**src/rtl/icache_linefill_ctrl.sv**
```systemverilog
// Refill response path: collects downstream rx beats for one MSHR entry into a
// full line, writes line+tag to the selected icache way, then pulses linefill_done.
module icache_linefill_ctrl #(
  parameter int unsigned ENTRY_NUM      = 8,
  parameter int unsigned TXNID_WIDTH    = 3,
  parameter int unsigned BEAT_WIDTH     = 128,
  parameter int unsigned BEATS_PER_LINE = 4,
  parameter int unsigned INDEX_WIDTH    = 7,
  parameter int unsigned TAG_WIDTH      = 20
) (
  input  logic                                 clk,
  input  logic                                 rst_n,
  input  logic                                 downstream_rxdat_vld,
  output logic                                 downstream_rxdat_rdy,
  input  logic [TXNID_WIDTH-1:0]               downstream_rxdat_txnid,
  input  logic [BEAT_WIDTH-1:0]                downstream_rxdat_data,
  output logic [TXNID_WIDTH-1:0]               mshr_lkup_txnid,
  input  logic [INDEX_WIDTH-1:0]               mshr_lkup_index,
  input  logic [TAG_WIDTH-1:0]                 mshr_lkup_tag,
  input  logic                                 mshr_lkup_way,
  output logic                                 fill_wr_vld,
  input  logic                                 fill_wr_rdy,
  output logic                                 fill_wr_way,
  output logic [INDEX_WIDTH-1:0]               fill_wr_index,
  output logic [TAG_WIDTH-1:0]                 fill_wr_tag,
  output logic [BEAT_WIDTH*BEATS_PER_LINE-1:0] fill_wr_data,
  output logic [ENTRY_NUM-1:0]                 linefill_done,
  output logic                                 fill_err
);

  localparam int unsigned CNT_W  = $clog2(BEATS_PER_LINE) + 1;
  localparam int unsigned LINE_W = BEAT_WIDTH * BEATS_PER_LINE;

  typedef enum logic [1:0] {IDLE, COLLECT, WRITE, DONE} state_t;

  state_t                   state_q, state_d;
  logic [TXNID_WIDTH-1:0]   txnid_q;
  logic                     way_q;
  logic [INDEX_WIDTH-1:0]   index_q;
  logic [TAG_WIDTH-1:0]     tag_q;
  logic [LINE_W-1:0]        line_q;
  logic [CNT_W-1:0]         cnt_q;
  logic                     err_q;

  logic rx_hs;
  logic txnid_hit;
  logic last_slot;

  assign rx_hs     = downstream_rxdat_vld & downstream_rxdat_rdy;
  assign txnid_hit = (downstream_rxdat_txnid == txnid_q);
  assign last_slot = (cnt_q == CNT_W'(BEATS_PER_LINE - 1));

  always_ff @(posedge clk or negedge rst_n) begin
    if (!rst_n) state_q <= IDLE;
    else        state_q <= state_d;
  end

  always_comb begin
    state_d              = state_q;
    downstream_rxdat_rdy = 1'b0;
    fill_wr_vld          = 1'b0;
    mshr_lkup_txnid      = txnid_q;
    linefill_done        = '0;
    case (state_q)
      IDLE: begin
        downstream_rxdat_rdy = 1'b1;
        mshr_lkup_txnid      = downstream_rxdat_txnid;
        if (downstream_rxdat_vld) state_d = COLLECT;
      end
      COLLECT: begin
        downstream_rxdat_rdy = 1'b1;
        if (downstream_rxdat_vld && txnid_hit && last_slot) state_d = WRITE;
      end
      WRITE: begin
        fill_wr_vld = 1'b1;
        if (fill_wr_rdy) state_d = DONE;
      end
      DONE: begin
        linefill_done[txnid_q] = 1'b1;
        state_d                = IDLE;
      end
      default: state_d = IDLE;
    endcase
  end

  // Foreign-txnid beats in COLLECT are drained (rdy stays high) but never stored.
  always_ff @(posedge clk or negedge rst_n) begin
    if (!rst_n) begin
      txnid_q <= '0;
      way_q   <= 1'b0;
      index_q <= '0;
      tag_q   <= '0;
      line_q  <= '0;
      cnt_q   <= '0;
      err_q   <= 1'b0;
    end else begin
      case (state_q)
        IDLE: begin
          if (rx_hs) begin
            txnid_q                 <= downstream_rxdat_txnid;
            way_q                   <= mshr_lkup_way;
            index_q                 <= mshr_lkup_index;
            tag_q                   <= mshr_lkup_tag;
            line_q[0 +: BEAT_WIDTH] <= downstream_rxdat_data;
            cnt_q                   <= CNT_W'(1);
          end
        end
        COLLECT: begin
          if (rx_hs) begin
            if (txnid_hit) begin
              for (int unsigned i = 0; i < BEATS_PER_LINE; i++) begin
                if (cnt_q == CNT_W'(i)) line_q[i*BEAT_WIDTH +: BEAT_WIDTH] <= downstream_rxdat_data;
              end
              cnt_q <= cnt_q + 1'b1;
            end else begin
              err_q <= 1'b1;
            end
          end
        end
        DONE:    cnt_q <= '0;
        default: ;
      endcase
    end
  end

  assign fill_wr_way   = way_q;
  assign fill_wr_index = index_q;
  assign fill_wr_tag   = tag_q;
  assign fill_wr_data  = line_q;
  assign fill_err      = err_q;

endmodule

```
**config.mk**
```make
export PLATFORM = sky130hd
export DESIGN_NAME = icache_linefill_ctrl
export DESIGN_NICKNAME = d
export VERILOG_FILES = /design/src/rtl/icache_linefill_ctrl.sv
export SDC_FILE = /design/constraint.sdc
export NUM_CORES = 1
export LEC_CHECK = 0
export CAP_MARGIN = 20
export CELL_PAD_IN_SITES_DETAIL_PLACEMENT = 0
export CELL_PAD_IN_SITES_GLOBAL_PLACEMENT = 1
export CORE_AREA = 2 2 280 282
export CTS_CLUSTER_DIAMETER = 150
export CTS_CLUSTER_SIZE = 16
export DETAILED_ROUTE_END_ITERATION = 12
export DIE_AREA = 0 0 282 284
export GPL_ROUTABILITY_DRIVEN = 0
export PLACE_DENSITY_LB_ADDON = 0.08
export SETUP_SLACK_MARGIN = 0.3
export SYNTH_ARGS = -nofsm -noshare
export SYNTH_HDL_FRONTEND = slang
export SYNTH_SLANG_ARGS = --single-unit
```
**constraint.sdc**
```tcl
create_clock -name clk -period 5 [get_ports clk]
set_clock_uncertainty 0.1 [all_clocks]
set_input_delay 0.75 -clock clk [delete_from_list [all_inputs] [get_ports clk]]
set_output_delay 0.75 -clock clk [all_outputs]
set_load 0.05 [all_outputs]
```
==> out/qor.txt <==
status -> finished clean
CTS tree -> built
CP most frequent cell -> inv_1
fin area -> 30600 µm²
Seq/Total Area, Yosys -> 64.0%
largest net degree at the start of global routing -> 104
Fin Setup TNS -> 0 ns
Starting Density -> 27.9%
die extent in x -> 282 µm
Syn Inst Count -> 1222
row cnt -> 102
clock transition at the registers of the reported paths -> 0.07 ns
Post-DP Area -> 29600 µm²
max incr delay on CP -> 0.87 ns
PD cells -> 660 nW/µm²
Congestion Overflow GR -> 0
fill count -> 7252
Setup Viol. Count Final -> 0
wirelength, routed -> 69900 µm
Post-route DRC -> 0
Avg Cell Area, Syn -> 17.6 µm²
CTS Hold Bufs -> 0
Clock Latency Late Sink -> 0.57 ns
Buf/Inv on CP -> 3
first-pass GRT wire length -> 102000 µm
Static Leak -> 13.5 nW
post-layout min period -> 3.65 ns
worst setup slack after layout -> 1.35 ns
clk buf depth -> 3
P&R area growth vs syn -> 42.7%
post-cts resize count -> 0
total iterations of the first detailed-routing run -> 6
Post CTS Setup Buffer Count -> 0
Die Y -> 284 µm
number of global-route vias before repair -> 14000
Max transition margin -> 39.0%
total number of vias -> 12800
#FFs+latches synth -> 549
Final ANT Viol Nets -> 0
PortBufs -> 716
core area -> 77000 µm²
Peak VDD IR -> 0.395 mV
Worst EP required -> 4.15 ns
crit-path cells -> inv_1 -> ha_1 -> nor2_1 -> inv_1 -> clkdlybuf4s50_1
Iteration-0 DRC Markers -> 427
maximum fanout along the worst path -> 12
Sink Count -> 549
fmax -> 274 MHz
Worst path top cell family by delay -> buffers and inverters
share of layout cells above drive strength 1 -> 28.1%
max capacitance violation total -> 0
Fin. Hold Viols -> 0
dpl hpwl -> 50400 µm
Final Cycle Share -> 73.0%
GRT Util Overall -> 17.2%
routed len/inst -> 23.4 µm
critical path class -> flop to primary output
class of the most critical hold timing path -> input pin to asynchronous set/reset pin
syn_nets -> 1396
Worst Setup Start Kind -> flop
Worst Tran Pin Value -> 0.915 ns
initial antenna violation count -> 4
Post-Place Worst Slack -> 1.47 ns
CP Capture Type -> primary output
RSZ-0062 raised after global routing -> no
Max H-tree Level -> 2
clock buffer count from CTS -> 40
Slew Viols, Final -> 0
via density per instance -> 4.31
Root Buffer -> clkbuf_16
Synth Cell Area -> 21500 µm²
# IOs -> 717
die area -> 80100 µm²
synth unique cells -> 33
YS warnings -> 0
Crit-path slowest cell -> clkdlybuf4s50_1
NumNets Final -> 2111
WP data arrival -> 2.80 ns
==> sequential cells by signal, summed over array words and instances, names as in the netlist <==
| signal | flops |
|---|---|
| state_q | 2 |
| fill_wr_data | 512 |
| fill_wr_tag | 20 |
| cnt_q | 3 |
| fill_wr_index | 7 |
| fill_wr_way | 1 |
| fill_err | 1 |
| txnid_q | 3 |
==> power breakdown <==
group | switching (mW) | leakage, nW | internal [mW] | total, mW
sequential | 0.750 | 7.18 | 5.80 | 6.55
clock | 1.57 | 0.512 | 1.46 | 3.03
combinational | 6.84 | 5.83 | 3.80 | 10.6
total | 9.16 | 13.5 | 11.1 | 20.2
==> synthesized netlist by cell type <==
cell type / number / area share [%]
dfrtp_1: 549 / 64
mux2_2: 372 / 20
mux2_4: 100 / 7.0
mux2_1: 75 / 3.9
buf_6: 27 / 1.4
buf_4: 18 / 0.63
buf_12: 11 / 1.0
ha_1: 11 / 0.64
nor2_1: 10 / 0.17
inv_1: 8 / 0.14
nand2_1: 6 / 0.10
buf_1: 3 / 0.052
nand2b_1: 3 / 0.087
nand3_1: 3 / 0.070
nand4_1: 3 / 0.087
a21oi_1: 2 / 0.047
buf_2: 2 / 0.047
clkbuf_1: 2 / 0.035
nor3_1: 2 / 0.047
xnor2_4: 2 / 0.26
a2bb2oi_1: 1 / 0.041
a31o_2: 1 / 0.041
mux2i_1: 1 / 0.047
nand3_2: 1 / 0.047
nand4_4: 1 / 0.099
nor3_4: 1 / 0.076
o21bai_1: 1 / 0.035
o22a_1: 1 / 0.041
o22ai_1: 1 / 0.029
o22ai_2: 1 / 0.058
o32ai_1: 1 / 0.041
or3_1: 1 / 0.029
xnor2_2: 1 / 0.076
==> routing by layer <==
metal  vias up  share of wire [%]  track usage (%)
met1      6639                 37             19.4
met3        80                8.4             5.86
met2       409                 52             30.5
met4         2                2.7             5.01
met5         -              0.019                0
li1       5712                  -                -
==> metrics by stage <==
step,utilization (%),total power [mW],hold WS [ns],std cells
floorplan,-,13.4,0.354,1222
global placement,38.4,17.3,0.351,2935
detailed placement,38.4,17.4,0.374,2935
CTS,39.8,20.6,0.168,2977
global route,39.8,21.1,0.153,2978
finish,39.8,20.2,0.0979,2981
==> final timing paths <==
path / from / endpoint / slack, ns / cells past startpoint
max: state_q[1]$_DFFE_PN0P_ / downstream_rxdat_rdy / 1.35 / 5
min reg2reg: fill_wr_data[508]$_DFFE_PN0P_ / fill_wr_data[508]$_DFFE_PN0P_ / 0.38 / 1
max in group asynchronous: rst_n / fill_wr_data[263]$_DFFE_PN0P_ / 3.43 / 2
min in group clk: fill_wr_data[508]$_DFFE_PN0P_ / fill_wr_data[508]$_DFFE_PN0P_ / 0.38 / 1
min: rst_n / fill_wr_data[69]$_DFFE_PN0P_ / 0.1 / 1
max reg2reg: state_q[1]$_DFFE_PN0P_ / fill_wr_data[60]$_DFFE_PN0P_ / 2.06 / 6
==> layout by cell type, fill, tap and decap left out, drive strengths merged <==
master,n
o21bai,1
mux2i,1
o22a,1
nand3,4
nand2,6
clkdlybuf4s50,715
nand4,4
or3,1
dfrtp,549
a2bb2oi,1
ha,11
xnor2,3
nand2b,3
a31o,1
o22ai,2
inv,8
o32ai,1
a21oi,2
nor2,10
diode,4
buf,21
clkbuf,41
clkinv,1
mux2,547
nor3,3
==> cell type report <==
| cell class | instances | area [µm²] | area share (%) |
|---|---|---|---|
| sequential | 549 | 13700 | 44.9 |
| timing repair buffer | 736 | 7480 | 24.4 |
| multi-input combinational | 602 | 7020 | 22.9 |
| tap | 1040 | 1300 | 4.25 |
| clock buffer | 41 | 1030 | 3.35 |
| inverter | 8 | 30.0 | 0.0980 |
| clock inverter | 1 | 16.3 | 0.0531 |
| antenna | 4 | 10.0 | 0.0327 |
==> cell families after synthesis <==
group / count (synthesis) / synth area share (%)
flip-flops: 549 / 64.0
multiplexers: 548 / 30.5
buffers and inverters: 71 / 3.35
AND/OR/NAND/NOR: 31 / 0.822
adder cells (fa/ha/maj): 11 / 0.641
AO/OA/AOI/OAI: 9 / 0.332
XOR/XNOR: 3 / 0.332
Power figures use the tool's default switching activity.
